--- config.mk ---
export PLATFORM = sky130hd
export DESIGN_NAME = pipelined_addsub
export DESIGN_NICKNAME = d
export VERILOG_FILES = /design/src/rtl/pipelined_addsub.sv
export SDC_FILE = /design/constraint.sdc
export NUM_CORES = 1
export LEC_CHECK = 0
export CAP_MARGIN = 20
export CORE_MARGIN = 5
export CORE_UTILIZATION = 56
export DETAILED_ROUTE_END_ITERATION = 7
export PLACE_DENSITY_LB_ADDON = 0.3
export SETUP_SLACK_MARGIN = 0.4
export SLEW_MARGIN = 40
export SYNTH_ARGS = -nofsm -noshare
export SYNTH_HDL_FRONTEND = slang
export SYNTH_SLANG_ARGS = --single-unit
--- constraint.sdc ---
create_clock -name clk -period 23.4 [get_ports clk]
set_input_delay 7.02 -clock clk [delete_from_list [all_inputs] [get_ports clk]]
set_output_delay 7.02 -clock clk [all_outputs]
set_load 0.01 [all_outputs]
--- src/rtl/pipelined_addsub.sv ---
// Pipelined two's-complement adder/subtractor: each stage ripples one WIDTH/STAGES
// chunk and registers its carry; valid/ready handshake with a single global stall.
module pipelined_addsub #(
  parameter int WIDTH  = 32,
  parameter int STAGES = 4
) (
  input  logic             clk,
  input  logic             reset,
  input  logic             in_valid,
  output logic             in_ready,
  input  logic [WIDTH-1:0] a,
  input  logic [WIDTH-1:0] b,
  input  logic             sub,
  output logic             out_valid,
  input  logic             out_ready,
  output logic [WIDTH-1:0] sum,
  output logic             carryout,
  output logic             overflow,
  output logic             zero
);

  localparam int C = WIDTH / STAGES;

  logic advance;

  assign advance  = !out_valid || out_ready;
  assign in_ready = advance;

  for (genvar k = 0; k < STAGES; k++) begin : g_stage
    logic             iv;
    logic             ic;
    logic [WIDTH-1:0] ia;
    logic [WIDTH-1:0] ib;
    logic [WIDTH-1:0] isum;
    logic [C-1:0]     ac;
    logic [C-1:0]     bc;
    logic [C:0]       part;
    logic [WIDTH-1:0] ns;

    if (k == 0) begin : g_src
      // Operand B is inverted once on entry; the carry-in supplies the +1.
      assign iv   = in_valid;
      assign ic   = sub;
      assign ia   = a;
      assign ib   = sub ? ~b : b;
      assign isum = '0;
    end else begin : g_link
      assign iv   = g_stage[k-1].g_pipe.rv;
      assign ic   = g_stage[k-1].g_pipe.rc;
      assign ia   = g_stage[k-1].g_pipe.ra;
      assign ib   = g_stage[k-1].g_pipe.rb;
      assign isum = g_stage[k-1].g_pipe.rs;
    end

    assign ac   = C'(ia >> (k * C));
    assign bc   = C'(ib >> (k * C));
    assign part = {1'b0, ac} + {1'b0, bc} + (C + 1)'(ic);

    always_comb begin
      ns           = isum;
      ns[k*C +: C] = part[C-1:0];
    end

    if (k < STAGES - 1) begin : g_pipe
      logic             rv;
      logic             rc;
      logic [WIDTH-1:0] ra;
      logic [WIDTH-1:0] rb;
      logic [WIDTH-1:0] rs;

      always_ff @(posedge clk or posedge reset) begin
        if (reset) begin
          rv <= 1'b0;
        end else if (advance) begin
          rv <= iv;
        end
      end

      always_ff @(posedge clk) begin
        if (advance) begin
          rc <= part[C];
          ra <= ia;
          rb <= ib;
          rs <= ns;
        end
      end
    end else begin : g_out
      always_ff @(posedge clk or posedge reset) begin
        if (reset) begin
          out_valid <= 1'b0;
          sum       <= '0;
          carryout  <= 1'b0;
          overflow  <= 1'b0;
          zero      <= 1'b0;
        end else if (advance) begin
          out_valid <= iv;
          sum       <= ns;
          carryout  <= part[C];
          overflow  <= (ia[WIDTH-1] == ib[WIDTH-1]) && (ns[WIDTH-1] != ia[WIDTH-1]);
          zero      <= (ns == '0);
        end
      end
    end
  end

endmodule

==> Word-level counts from Yosys, hierarchy flattened <==
Index checks and enable logic that the tools add are counted.
W data, S select, Z words.
{ "totals": {"in_bits": 69, "ff_bits": 282, "output_inout_bits": 37, "elab_cells": 36} }
{ "op_classes": {"n_reduce_logical": 4, "n_mux": 1, "bitwise": 1, "addsub": 8, "n_eq_ne": 2} }
{ "ops": {"columns": ["op", "count"], "rows": [
  ["$add A8 B8 Y9", 4],
  ["$add A9 B1 Y9", 4],
  ["$logic_not A32 Y1", 1],
  ["$mux W32", 1],
  ["$not A32 Y32", 1],
  ["$eq A1 B1 Y1", 1],
  ["$logic_and A1 B1 Y1", 1],
  ["$logic_not A1 Y1", 1],
  ["$logic_or A1 B1 Y1", 1],
  ["$ne A1 B1 Y1", 1]
]} }

==> Logic depth before layout (Yosys ltp) <==
{ "depth": {"word_depth": 4, "ltp_mapped": 10} }

==> Least setup slack after synthesis <==
No wires, ideal clock.
{ "synth_timing": {"path_type": "input to output", "startpoint": "input out_ready", "endpoint": "output in_ready", "t_arrival_ns": 11.673, "slack_ns": 4.707, "cell_stages": 4, "required_time_ns": 16.380, "path_cell_list": "nor2b_1 > inv_1 > clkbuf_1 > buf_1"} }
{ "synth_via": {"elab_chain_len": 1} }
{ "synth_lines": {"columns": ["element", "line_no", "text"], "rows": [
  ["start, declared", "15", "input logic out_ready,"],
  ["$logic_or A1 B1 Y1", "26", "assign advance = !out_valid || out_ready;"],
  ["end, declared", "10", "output logic in_ready,"]
]} }
No other way between the ends.

==> Final worst setup path <==
Same ends and word-level chain as after synthesis.

==> impl_results.md <==
- Outcome: completed
- Final period utilization: 68.9%
- Setup Buffers After CTS: 0
- Post-layout min period: 16.11 ns
- P&R area growth vs syn: 25.1%
- Measured slew at the worst slew-check pin: 0.756 ns
- Synth top area cells: edfxtp_1 (59%), dfrtp_1 (13%), nand2_1 (5.0%), ha_1 (4.7%), xor2_1 (4.6%)
- CTS Hold Bufs: 0
- VDD IR-drop max: 0.0000566 V
- Initial DRC Count: 333
- WL/cell: 15.2 µm
- Worst-Skew Late Latency: 0.42 ns
- Fin nets: 725
- Mapped Nets: 610
- Clock buffer depth: 2
- Relative slew slack: 49.6%
- # IOs: 106
- Final Util: 70.7%
- Grt ovf: 0
- Max-Cap Viols: 0
- Routability cong.: 0.828
- Syn_area_per_cell: 14.7 µm²
- Gr busiest metal: met2
- Largest net degree at the start of global routing: 125
- Asr flop ratio synth: 21.0%
- Worst Path Required: 16.38 ns
- Unrepaired setup endpoints after global routing: false
- Clock sink count: 186
- Starting Density: 56.6%
- Mapped Cells: 506
- Pwr dens: 129 nW/µm²
- Clk slew on worst S/H paths: 0.06 ns
- Placeable Area: 13100 µm²
- Final HPWL DP: 8630 µm
- H-Tree Depth: 4
- Max-slew violations: 0
- Die area: 15700 µm²
- First-pass detailed-route iteration total: 4
- Routed WL: 12300 µm
- Layout cells sized above 1: 6.15%
- CTS tree: built
- Total CTS buffers: 17
- Clock root buffer: clkbuf_16
- Port Buffers: 105
- Fillers: 869
- Critical Path Fanout Max: 124
- Yosys top cell by area: edfxtp_1
- Seq/Total Area, Yosys: 72.5%
- Remaining DRCs: 0
- Met1 usage: 20.2%
- Power Total: 1.20 mW
- Met2 global-route usage: 27.3%
- Crit end category: primary output
- Post_cts resized: 0
- Synth top cells by count: edfxtp_1 (147), nand2_1 (99), dfrtp_1 (39), xor2_1 (39), ha_1 (28)
- Share of the synthesized area in the top cell type: 59.4%
- Met3 Use GR: 4.52%
- Crit path DAT: 9.09 ns
- Routed vias: 4084
- Setup Crit Path Kind: input pin to primary output
- Count leader, synth: edfxtp_1
- Initial antenna violation count: 0
- Fin Setup TNS: 0 ns
- EDFF count, synth: 147
- Vias/cell: 5.04
- Hold Path Class: flop to flop
- GRT Total Usage: 16.3%
- Cell Rows: 42
- Antenna-violating nets left: 0
- Ys flop type: edfxtp_1
- Die X: 125 µm
- Unique masters post-synth: 36
- CP Launch Type: input pin
- Syn Std Cell Area: 7430 µm²
- Final-report hold violation count: 0
- Die Y: 125 µm
- Flops & latches, synth: 186
- Number of global-route vias before repair: 4195
- Leakage: 3.72 nW
- Yosys warns: 0
- Final setup viols: 0
- Ant diodes: 0
- Clock skew: 0.00703 ns
- First-pass GRT wire length: 20000 µm
- Highest clock rate: 62.1 MHz
## cell families after synthesis
kind of cell | Yosys count | share of synthesized area [%]
buffers and inverters | 33 | 1.70
DFF | 186 | 72.5
and+or+nand+nor | 141 | 7.91
xor gates and xnor gates | 52 | 6.13
AOI/OAI and AO/OA | 56 | 4.63
adders and majority gates | 35 | 6.60
muxes | 3 | 0.505
## per-layer routing
layer / wire [µm] / vias to the layer above
met1: 5240 / 1948
met2: 6210 / 105
met4: 238 / 0
met5: 0 / -
li1: - / 2013
met3: 589 / 18
## stage by stage
step / cell area (µm²) / instances / setup WS, ns / hold slack (ns)
final: 9290 / 810 / 7.29 / 0.417
after global routing: 9290 / 810 / 7.17 / 0.422
after CTS: 9290 / 810 / 7.25 / 0.419
after detailed placement: 8680 / 778 / 7.25 / 0.405
after global placement: 8680 / 778 / 7.10 / 0.401
after floorplan: 7430 / 506 / 4.71 / 0.400
## registers in the layout, summed over array words and instances, names as in the netlist
signal	flops
g_stage.g_pipe.ra	48
g_stage.g_pipe.rb	48
g_stage.g_pipe.rs	48
sum	32
g_stage.g_pipe.rc	3
g_stage.g_pipe.rv	3
carryout	1
out_valid	1
overflow	1
zero	1
## worst max-delay path, cell delays in order
cell and delay [ns]:
clkdlybuf4s50_1 0.47, nor2b_2 0.04, buf_4 0.26, inv_8 0.60, clkdlybuf4s50_1 0.68
## cells in the final DEF, fill, tap and decap left out, types with 2 or more instances in the layout
| cell type | n |
|---|---|
| xnor2_1 | 13 |
| clkinv_1 | 3 |
| or3_1 | 2 |
| clkdlybuf4s50_1 | 104 |
| o21ai_1 | 2 |
| nor3_1 | 4 |
| clkinvlp_4 | 2 |
| a21o_1 | 4 |
| buf_4 | 4 |
| xor2_1 | 39 |
| fa_1 | 7 |
| clkbuf_16 | 17 |
| nand2b_1 | 3 |
| clkinv_4 | 2 |
| nor2_1 | 16 |
| mux2_2 | 2 |
| nor4_1 | 5 |
| a21boi_0 | 2 |
| o31ai_1 | 2 |
| o21ai_0 | 15 |
| inv_1 | 20 |
| nor2b_1 | 4 |
| a21oi_1 | 18 |
| nand3_1 | 3 |
| a211oi_1 | 2 |
| clkinv_2 | 2 |
| ha_1 | 28 |
| bufinv_16 | 4 |
| o21bai_1 | 5 |
| nand4_1 | 3 |
| dfrtp_1 | 39 |
| edfxtp_1 | 147 |
| nand2_1 | 99 |
## layout make-up
| cell class | instances | area (µm²) | share of cell area, % |
|---|---|---|---|
| clock inverters | 14 | 179 | 1.93 |
| multi-input cells | 287 | 1920 | 20.6 |
| flip-flops and latches | 186 | 5390 | 58.0 |
| repair buffers | 108 | 1070 | 11.5 |
| well taps | 176 | 220 | 2.37 |
| inverters | 21 | 86.3 | 0.929 |
| clock buffers | 18 | 429 | 4.62 |
## power by group
part	switching [mW]	internal [mW]	leakage [nW]
Clock	0.112	0.177	0.288
Sequential	0.0526	0.516	1.96
Combinational	0.184	0.156	1.47
## path summary, 6_finish.rpt
| check | start | to | slack (ns) | cells after the start |
|---|---|---|---|---|
| worst max-delay path | out_ready | in_ready | 7.29 | 5 |
| worst min-delay path | g_stage[0].g_pipe.ra[24]$_DFFE_PP_ | g_stage[1].g_pipe.ra[24]$_DFFE_PP_ | 0.42 | 0 |
| worst max register to register | out_valid$_DFFE_PP0P_ | sum[30]$_DFFE_PP0P_ | 20.73 | 5 |
| worst min register to register | g_stage[0].g_pipe.ra[24]$_DFFE_PP_ | g_stage[1].g_pipe.ra[24]$_DFFE_PP_ | 0.42 | 0 |
| max in group asynchronous | reset | carryout$_DFFE_PP0P_ | 16.02 | 3 |
| min in group asynchronous | reset | sum[10]$_DFFE_PP0P_ | 7.04 | 3 |
Power figures use the tool's default switching activity.
